--- src/rtl/mem_arbiter_if.sv ---
// Bundles the I-cache, D-cache and shared memory line-port signals of the arbiter.
// The slave modport is the arbiter's view; the master modport is the caches/memory side.
interface mem_arbiter_if #(
    parameter int LINE_BITS = 256,
    parameter int ADDR_BITS = 32
);
    logic                 i_read;
    logic [ADDR_BITS-1:0] i_addr;
    logic [LINE_BITS-1:0] i_rdata;
    logic                 i_resp;

    logic                 d_read;
    logic                 d_write;
    logic [ADDR_BITS-1:0] d_addr;
    logic [LINE_BITS-1:0] d_wdata;
    logic [LINE_BITS-1:0] d_rdata;
    logic                 d_resp;

    logic                 mem_read;
    logic                 mem_write;
    logic [ADDR_BITS-1:0] mem_addr;
    logic [LINE_BITS-1:0] mem_wdata;
    logic [LINE_BITS-1:0] mem_rdata;
    logic                 mem_resp;

    modport slave (
        input  i_read, i_addr, d_read, d_write, d_addr, d_wdata, mem_rdata, mem_resp,
        output i_rdata, i_resp, d_rdata, d_resp, mem_read, mem_write, mem_addr, mem_wdata
    );

    modport master (
        output i_read, i_addr, d_read, d_write, d_addr, d_wdata, mem_rdata, mem_resp,
        input  i_rdata, i_resp, d_rdata, d_resp, mem_read, mem_write, mem_addr, mem_wdata
    );
endinterface

--- src/rtl/mem_arbiter.sv ---
// Round-robin arbiter sharing one memory line port between I-cache and D-cache.
// Latency: grant -> mem_* next cycle; mem_resp at k -> x_resp pulse at k+1, IDLE at k+2.
// Backpressure: requesters hold until x_resp; one memory transaction outstanding at a time.
module mem_arbiter #(
    parameter int LINE_BITS = 256,
    parameter int ADDR_BITS = 32
) (
    input  logic          clk,
    input  logic          rst,
    mem_arbiter_if.slave  bus
);
    typedef enum logic [2:0] {
        IDLE,
        SERVE_I,
        SERVE_D,
        DONE_I,
        DONE_D
    } state_t;

    state_t               state;
    logic                 last;
    logic                 op_q;
    logic [ADDR_BITS-1:0] addr_q;
    logic [LINE_BITS-1:0] wdata_q;
    logic [LINE_BITS-1:0] i_rdata_q;
    logic [LINE_BITS-1:0] d_rdata_q;
    logic                 mem_read_q;
    logic                 mem_write_q;
    logic                 i_resp_q;
    logic                 d_resp_q;

    logic i_pend;
    logic d_pend;
    logic grant_d;

    assign i_pend  = bus.i_read;
    assign d_pend  = bus.d_read | bus.d_write;
    // On a tie the requester that was not served last wins.
    assign grant_d = d_pend & (~i_pend | ~last);

    always_ff @(posedge clk) begin
        if (rst) begin
            state       <= IDLE;
            last        <= 1'b1;
            op_q        <= 1'b0;
            addr_q      <= '0;
            wdata_q     <= '0;
            i_rdata_q   <= '0;
            d_rdata_q   <= '0;
            mem_read_q  <= 1'b0;
            mem_write_q <= 1'b0;
            i_resp_q    <= 1'b0;
            d_resp_q    <= 1'b0;
        end else begin
            i_resp_q <= 1'b0;
            d_resp_q <= 1'b0;
            case (state)
                IDLE: begin
                    if (grant_d) begin
                        state       <= SERVE_D;
                        addr_q      <= bus.d_addr;
                        op_q        <= bus.d_write;
                        mem_write_q <= bus.d_write;
                        mem_read_q  <= ~bus.d_write;
                        if (bus.d_write) begin
                            wdata_q <= bus.d_wdata;
                        end
                    end else if (i_pend) begin
                        state       <= SERVE_I;
                        addr_q      <= bus.i_addr;
                        op_q        <= 1'b0;
                        mem_read_q  <= 1'b1;
                        mem_write_q <= 1'b0;
                    end
                end
                SERVE_I: begin
                    if (bus.mem_resp) begin
                        state      <= DONE_I;
                        last       <= 1'b0;
                        mem_read_q <= 1'b0;
                        i_resp_q   <= 1'b1;
                        i_rdata_q  <= bus.mem_rdata;
                    end
                end
                SERVE_D: begin
                    if (bus.mem_resp) begin
                        state       <= DONE_D;
                        last        <= 1'b1;
                        mem_read_q  <= 1'b0;
                        mem_write_q <= 1'b0;
                        d_resp_q    <= 1'b1;
                        // A writeback leaves the previously returned line visible.
                        if (!op_q) begin
                            d_rdata_q <= bus.mem_rdata;
                        end
                    end
                end
                DONE_I, DONE_D: begin
                    state <= IDLE;
                end
                default: begin
                    state <= IDLE;
                end
            endcase
        end
    end

    assign bus.mem_read  = mem_read_q;
    assign bus.mem_write = mem_write_q;
    assign bus.mem_addr  = addr_q;
    assign bus.mem_wdata = wdata_q;
    assign bus.i_resp    = i_resp_q;
    assign bus.d_resp    = d_resp_q;
    assign bus.i_rdata   = i_rdata_q;
    assign bus.d_rdata   = d_rdata_q;

    // Simultaneous read and write from the D-cache is illegal; it is serviced as a write.
    illegal_d_rw: assert property (@(posedge clk) disable iff (rst) !(bus.d_read && bus.d_write));

endmodule

--- src/flat_wrapper.sv ---
// flat-port wrapper written by rule: the top's interface ports become plain ports
module mem_arbiter_flat 
#(
    parameter int LINE_BITS = 256,
    parameter int ADDR_BITS = 32
)
  (clk, rst, bus_i_read, bus_i_addr, bus_d_read, bus_d_write, bus_d_addr, bus_d_wdata, bus_mem_rdata, bus_mem_resp, bus_i_rdata, bus_i_resp, bus_d_rdata, bus_d_resp, bus_mem_read, bus_mem_write, bus_mem_addr, bus_mem_wdata);
  mem_arbiter_if #(.LINE_BITS(LINE_BITS), .ADDR_BITS(ADDR_BITS)) bus_i ();
  input  logic clk;
  input  logic rst;
  input wire logic [$bits(bus_i.i_read)-1:0] bus_i_read;
  input wire logic [$bits(bus_i.i_addr)-1:0] bus_i_addr;
  input wire logic [$bits(bus_i.d_read)-1:0] bus_d_read;
  input wire logic [$bits(bus_i.d_write)-1:0] bus_d_write;
  input wire logic [$bits(bus_i.d_addr)-1:0] bus_d_addr;
  input wire logic [$bits(bus_i.d_wdata)-1:0] bus_d_wdata;
  input wire logic [$bits(bus_i.mem_rdata)-1:0] bus_mem_rdata;
  input wire logic [$bits(bus_i.mem_resp)-1:0] bus_mem_resp;
  output wire logic [$bits(bus_i.i_rdata)-1:0] bus_i_rdata;
  output wire logic [$bits(bus_i.i_resp)-1:0] bus_i_resp;
  output wire logic [$bits(bus_i.d_rdata)-1:0] bus_d_rdata;
  output wire logic [$bits(bus_i.d_resp)-1:0] bus_d_resp;
  output wire logic [$bits(bus_i.mem_read)-1:0] bus_mem_read;
  output wire logic [$bits(bus_i.mem_write)-1:0] bus_mem_write;
  output wire logic [$bits(bus_i.mem_addr)-1:0] bus_mem_addr;
  output wire logic [$bits(bus_i.mem_wdata)-1:0] bus_mem_wdata;
  assign bus_i.i_read = bus_i_read;
  assign bus_i.i_addr = bus_i_addr;
  assign bus_i.d_read = bus_d_read;
  assign bus_i.d_write = bus_d_write;
  assign bus_i.d_addr = bus_d_addr;
  assign bus_i.d_wdata = bus_d_wdata;
  assign bus_i.mem_rdata = bus_mem_rdata;
  assign bus_i.mem_resp = bus_mem_resp;
  assign bus_i_rdata = bus_i.i_rdata;
  assign bus_i_resp = bus_i.i_resp;
  assign bus_d_rdata = bus_i.d_rdata;
  assign bus_d_resp = bus_i.d_resp;
  assign bus_mem_read = bus_i.mem_read;
  assign bus_mem_write = bus_i.mem_write;
  assign bus_mem_addr = bus_i.mem_addr;
  assign bus_mem_wdata = bus_i.mem_wdata;
  mem_arbiter #(.LINE_BITS(LINE_BITS), .ADDR_BITS(ADDR_BITS)) u_core (.clk(clk), .rst(rst), .bus(bus_i));
endmodule
--- config.mk ---
export PLATFORM = sky130hd
export DESIGN_NAME = mem_arbiter_flat
export DESIGN_NICKNAME = d
export VERILOG_FILES = /design/src/rtl/mem_arbiter_if.sv /design/src/rtl/mem_arbiter.sv /design/src/flat_wrapper.sv
export SDC_FILE = /design/constraint.sdc
export NUM_CORES = 2
export LEC_CHECK = 0
export CELL_PAD_IN_SITES_DETAIL_PLACEMENT = 1
export CELL_PAD_IN_SITES_GLOBAL_PLACEMENT = 1
export CORE_AREA = 2 2 532 534
export CTS_CLUSTER_SIZE = 40
export DETAILED_ROUTE_END_ITERATION = 16
export DIE_AREA = 0 0 534 536
export PLACE_DENSITY = 0.41
export SLEW_MARGIN = 20
export SYNTH_ARGS = -nofsm -noshare
export SYNTH_HDL_FRONTEND = slang
export SYNTH_SLANG_ARGS = --single-unit
--- constraint.sdc ---
create_clock -name clk -period 1.56 [get_ports clk]
set_clock_uncertainty 0.15 [all_clocks]
set_input_delay 0.234 -clock clk [delete_from_list [all_inputs] [get_ports clk]]
set_output_delay 0.234 -clock clk [all_outputs]
set_load 0.005 [all_outputs]
# Word-level counts from Yosys, hierarchy flattened
# Index checks and enable logic that the tools add are counted.
[op_classes]
shifts = 0
n_eq_ne = 6
mux = 17
addsub = 0
multipliers = 0
reduce_logical = 16
div = 0
order_cmp = 0
n_bitwise = 9
[op_table]
columns = ["op", "n"]
rows = [
  ["two-way mux 32 bit", 2],
  ["AND reduction 3 bit", 6],
  ["two-way mux 3 bit", 4],
  ["one-hot mux 3 bit (3 select lines)", 1],
  ["nonzero test 2 bit", 4],
  ["two-way mux 1 bit", 7],
  ["inverter 1 bit", 6],
  ["one-hot mux 1 bit (2 select lines)", 3],
  ["OR reduction 2 bit", 3],
  ["!= test 2 bit (second input constant)", 2],
  ["AND reduction 2 bit", 2],
  ["== test 3 x 1 -> 1 bit (second input constant)", 1],
  ["== test 3 x 2 -> 1 bit (second input constant)", 1],
  ["logical NOT 3 bit", 1],
  ["!= test 3 x 2 -> 1 bit (second input constant)", 1],
  ["!= test 2 x 1 -> 1 bit (second input constant)", 1],
  ["bitwise OR 1 bit", 2],
  ["AND 1 bit", 1],
]
[totals]
ram_bits = 0
romBits = 0
mem_count = 0
latch_bits = 0
register_bits = 809
elab_cells = 59
output_inout_bits = 804
inputBits = 582

# Logic depth before layout (Yosys ltp)
[logic_depth]
depth_word = 5
depth_mapped = 7
mapped_depth_nobuf = 3

# Least setup slack after synthesis
# No wires, ideal clock.
[synth_path]
path_kind = "reg-to-reg"
from = "register u_core.state[2]"
to = "register u_core.wdata_q[236], in the netlist u_core.bus.mem_wdata[236]"
n_path_buf = 3
stages_incl_launch_ff = 7
synth_period_minus_slack_ns = 1.621
arrival_time_ns = 1.339
required_ns = 1.278
setup_time_ns = 0.132
path_slack_ns = -0.061
cell_sequence = "dfxtp_1 or3_1 buf_2 buf_2 clkbuf_1 o21ai_0 a21oi_1"
[synth_between]
elab_chain_cells = 2
[synth_lines]
columns = ["element", "line", "text"]
rows = [
  ["start, declared", "mem_arbiter.sv:20", "state_t state;"],
  ["start signal, assigned", "mem_arbiter.sv:43", "state <= IDLE;"],
  ["start signal, assigned", "mem_arbiter.sv:60", "state <= SERVE_D;"],
  ["start signal, assigned", "mem_arbiter.sv:69", "state <= SERVE_I;"],
  ["logical NOT 3 bit", "mem_arbiter.sv:57", "case (state)"],
  ["AND reduction 3 bit (no line)", "--", ""],
  ["end signal, assigned", "mem_arbiter.sv:66", "wdata_q <= bus.d_wdata;"],
  ["end, declared", "mem_arbiter.sv:24", "logic [LINE_BITS-1:0] wdata_q;"],
]
# Every way passes these cells.
# A chain may end at the register's enable or synchronous reset.

# Worst setup path in the final report
[layout_path]
from = "register u_core.state[1]"
to = "register u_core.wdata_q[49], in the netlist u_core.bus.mem_wdata[49]"
# Same word-level chain as after synthesis.

==> flow_summary.yaml <==
outcome:
  violations: "setup timing"
  status: "finished with violations"
placed_design:
  gp_congestion: 0.841
  portBuffers: 1385
  dp_cells: 8711
  dp_hpwl_um: 194000
synth:
  syn_nets: 4262
  synth.cell_area_sq_um: 29900
  netlist_top_cells_area: "dfxtp_1, a21oi_1, nand3_1"
  synth.distinct_cells: 36
  synth_flop_cell: "dfxtp_1"
  seq_area_frac_synth_pct: 54.1
  synth.most_common_cell: "dfxtp_1"
  synth_top_cell_by_area: "dfxtp_1"
  ys_warn_count: 0
  synth_commonest_cells: "dfxtp_1, a21oi_1, nand2_1"
  ys_ff_latch: 809
  synth_enable_flop_cells: 0
  async_flop_share_pct: 0
  yosys.area.top_type_share_pct: 54.1
  syn_avg_cell_area_sq_um: 8.14
  synthCells: 3680
final_layout:
  synthToLayoutAreaGrowth_pct: 113
  final_nets: 6309
  instances_no_fill: 9582
  fin_util_pct: 22.7
  drive_above_1_share_pct: 38.1
cts:
  clock_path_buffers: 4
  cts_sinks: 809
  cts_root_buffer: "clkbuf_16"
  path_clk_slew_ns: 0.06
  htreeDepth: 3
  tritoncts: "built"
  cts_buffers: 113
  clk_latency_ns: 0.81
sta:
  fin_crit_sh_pct: 129
  grt_setup_unrepaired: "yes"
  fin_setup_tns_ns: -275.78
  fin_crit_ns: 2.01
  setup_ws_ns: -0.455
  hold_viol: 0
  finalMaxSlewViolations: 0
  worst_slew_pin_slew_ns: 0.445
  holdWs_ns: 0.0457
  slew-limit-headroom_pct: 70.3
  setup_viol: 1611
  max_freq_mhz: 496
worst_setup_path:
  cp_slowest_stage_delay_ns: 0.41
  path_class: "reg2reg"
  path_delay_family: "buffers and inverters"
  crit_path_cell_trace: "buf_6, or3_4, buf_12, clkbuf_16, o21ai_0, a21oi_1"
  cp_max_fo: 24
  start_kind: "register"
  crit_buf_inv: 3
  worst_ep_arrival_time_ns: 2.54
  worstSetupEndpointType: "register"
  crit_required_ns: 2.08
  crit_slowest_cell: "or3_4"
routing:
  drc_errors: 0
  dr.pass1.iters: 5
  avgRoutedWirePerCell_um: 25.9
  num_vias: 36800
  final_antenna_net_count: 0
  routed_wl_um: 248000
  drt-initial-drc-count: 1865
  viasPerCell: 3.84
floorplanning:
  fp.coreArea_sq_um: 281000
  fp-row-count: 195
  io_pins: 1386
  die_h_um: 536
  die_w_um: 534
  die_area_sq_um: 286000
  start_util_pct: 10.7
grt:
  grt_pass1_wl_um: 329000
  antenna_found_initial: 92
  grt_max_degree: 76
  grt-ovfl-total: 0
  grtUsageTotal_pct: 16.3
  grt_pass1_vias: 38100
power_and_ir_drop:
  peakVddDrop_v: 0.000873
  p_leak_nw: 23.4
  power_density_nw_per_um2: 1160
  finalPower_mw: 73.7
worst_hold_path:
  hp-class: "in2reg"
run:
  maxCapViolations: 0
-- area by class of cell --
cell class	count	area, sq um
clock buffers	175	3420
multi-input cells	2473	12600
diodes	26	65.1
clock inverters	26	409
inverters	3	18.8
fillers	32400	217000
repair buffers	2327	25300
well taps	3743	4680
flip-flops and latches	809	17200
-- power breakdown --
group	switching, mW	internal, mW
clock network	10.9	16.5
registers	1.43	22.7
logic	11.2	10.9
-- flip-flops by register name, summed over array words and instances, names as in the netlist --
register,flops
u_core.bus.d_rdata,256
u_core.bus.i_rdata,256
u_core.bus.mem_wdata,256
u_core.bus.mem_addr,32
u_core.state,3
u_core.bus.d_resp,1
u_core.bus.i_resp,1
u_core.bus.mem_read,1
u_core.bus.mem_write,1
u_core.last,1
u_core.op_q,1
-- kinds of logic after synthesis --
| kind of cell | synth area share [%] |
|---|---|
| xor+xnor | 0.0292 |
| buf+inv | 6.23 |
| flops | 54.1 |
| compound gates | 23.4 |
| simple gates | 16.3 |
-- worst register-to-register path, cell delays in order, from the launching register on --
cell	delay (ns)
dfxtp_2	0.34
buf_6	0.12
or3_4	0.41
buf_12	0.19
clkbuf_16	0.41
o21ai_0	0.18
a21oi_1	0.09
-- layout by cell type (no fill, tap or decap), types with 5 or more instances in the layout --
cell type	count
a21oi_1	716
dfxtp_2	683
buf_6	584
clkdlybuf4s50_1	580
dlygate4sd3_1	575
nand2_1	574
nand3_1	481
o21ai_0	387
buf_4	202
buf_12	201
buf_2	144
clkbuf_16	126
o21ai_1	115
dfxtp_1	93
a21oi_2	86
clkbuf_8	34
dfxtp_4	33
a311oi_1	29
clkbuf_1	27
diode_2	26
nand3_2	21
buf_16	15
buf_8	14
o21ai_2	12
clkinv_2	11
nand3_4	10
bufinv_16	9
a311oi_2	5
nor2_1	5
-- per-layer routing --
layer	wire [um]	track usage [%]
met1	107000	20.4
met2	112000	26.1
met3	22000	6.13
met4	7010	4.33
met5	409	0
-- per-stage QoR --
stage,setup WS [ns],cell area [sq um]
floorplan,-0.0256,30200
global placement,-0.828,51100
detailed placement,-0.834,51100
CTS,-0.418,62500
global route,-0.422,63700
finish,-0.455,63700
-- path summary, 6_finish.rpt --
check,startpoint,to,slack [ns],cells after the start
setup / recovery,u_core.state[1]$_SDFFE_PP0P_,u_core.bus.mem_wdata[49]$_SDFFE_PP0P_,-0.45,6
hold reg to reg,u_core.bus.i_rdata[127]$_SDFFE_PP0P_,u_core.bus.i_rdata[127]$_SDFFE_PP0P_,0.30,2
setup reg to reg,u_core.state[1]$_SDFFE_PP0P_,u_core.bus.mem_wdata[49]$_SDFFE_PP0P_,-0.45,6
hold / removal,bus_mem_rdata[21],u_core.bus.d_rdata[21]$_SDFFE_PP0P_,0.05,3
-- timing repair --
| item | 4_1_cts | 5_1_grt |
|---|---|---|
| gates resized for setup | 4445 | 241 |
| hold buffers | 575 | 0 |
| pin swaps | 29 | 24 |
| endpoints found under the hold margin | 807 | 0 |
| endpoints found under the setup margin | 1611 | 1612 |
| buffers inserted | 35 | 14 |
| gates cloned | 8 | 17 |
(Power assumes the default switching activity.)
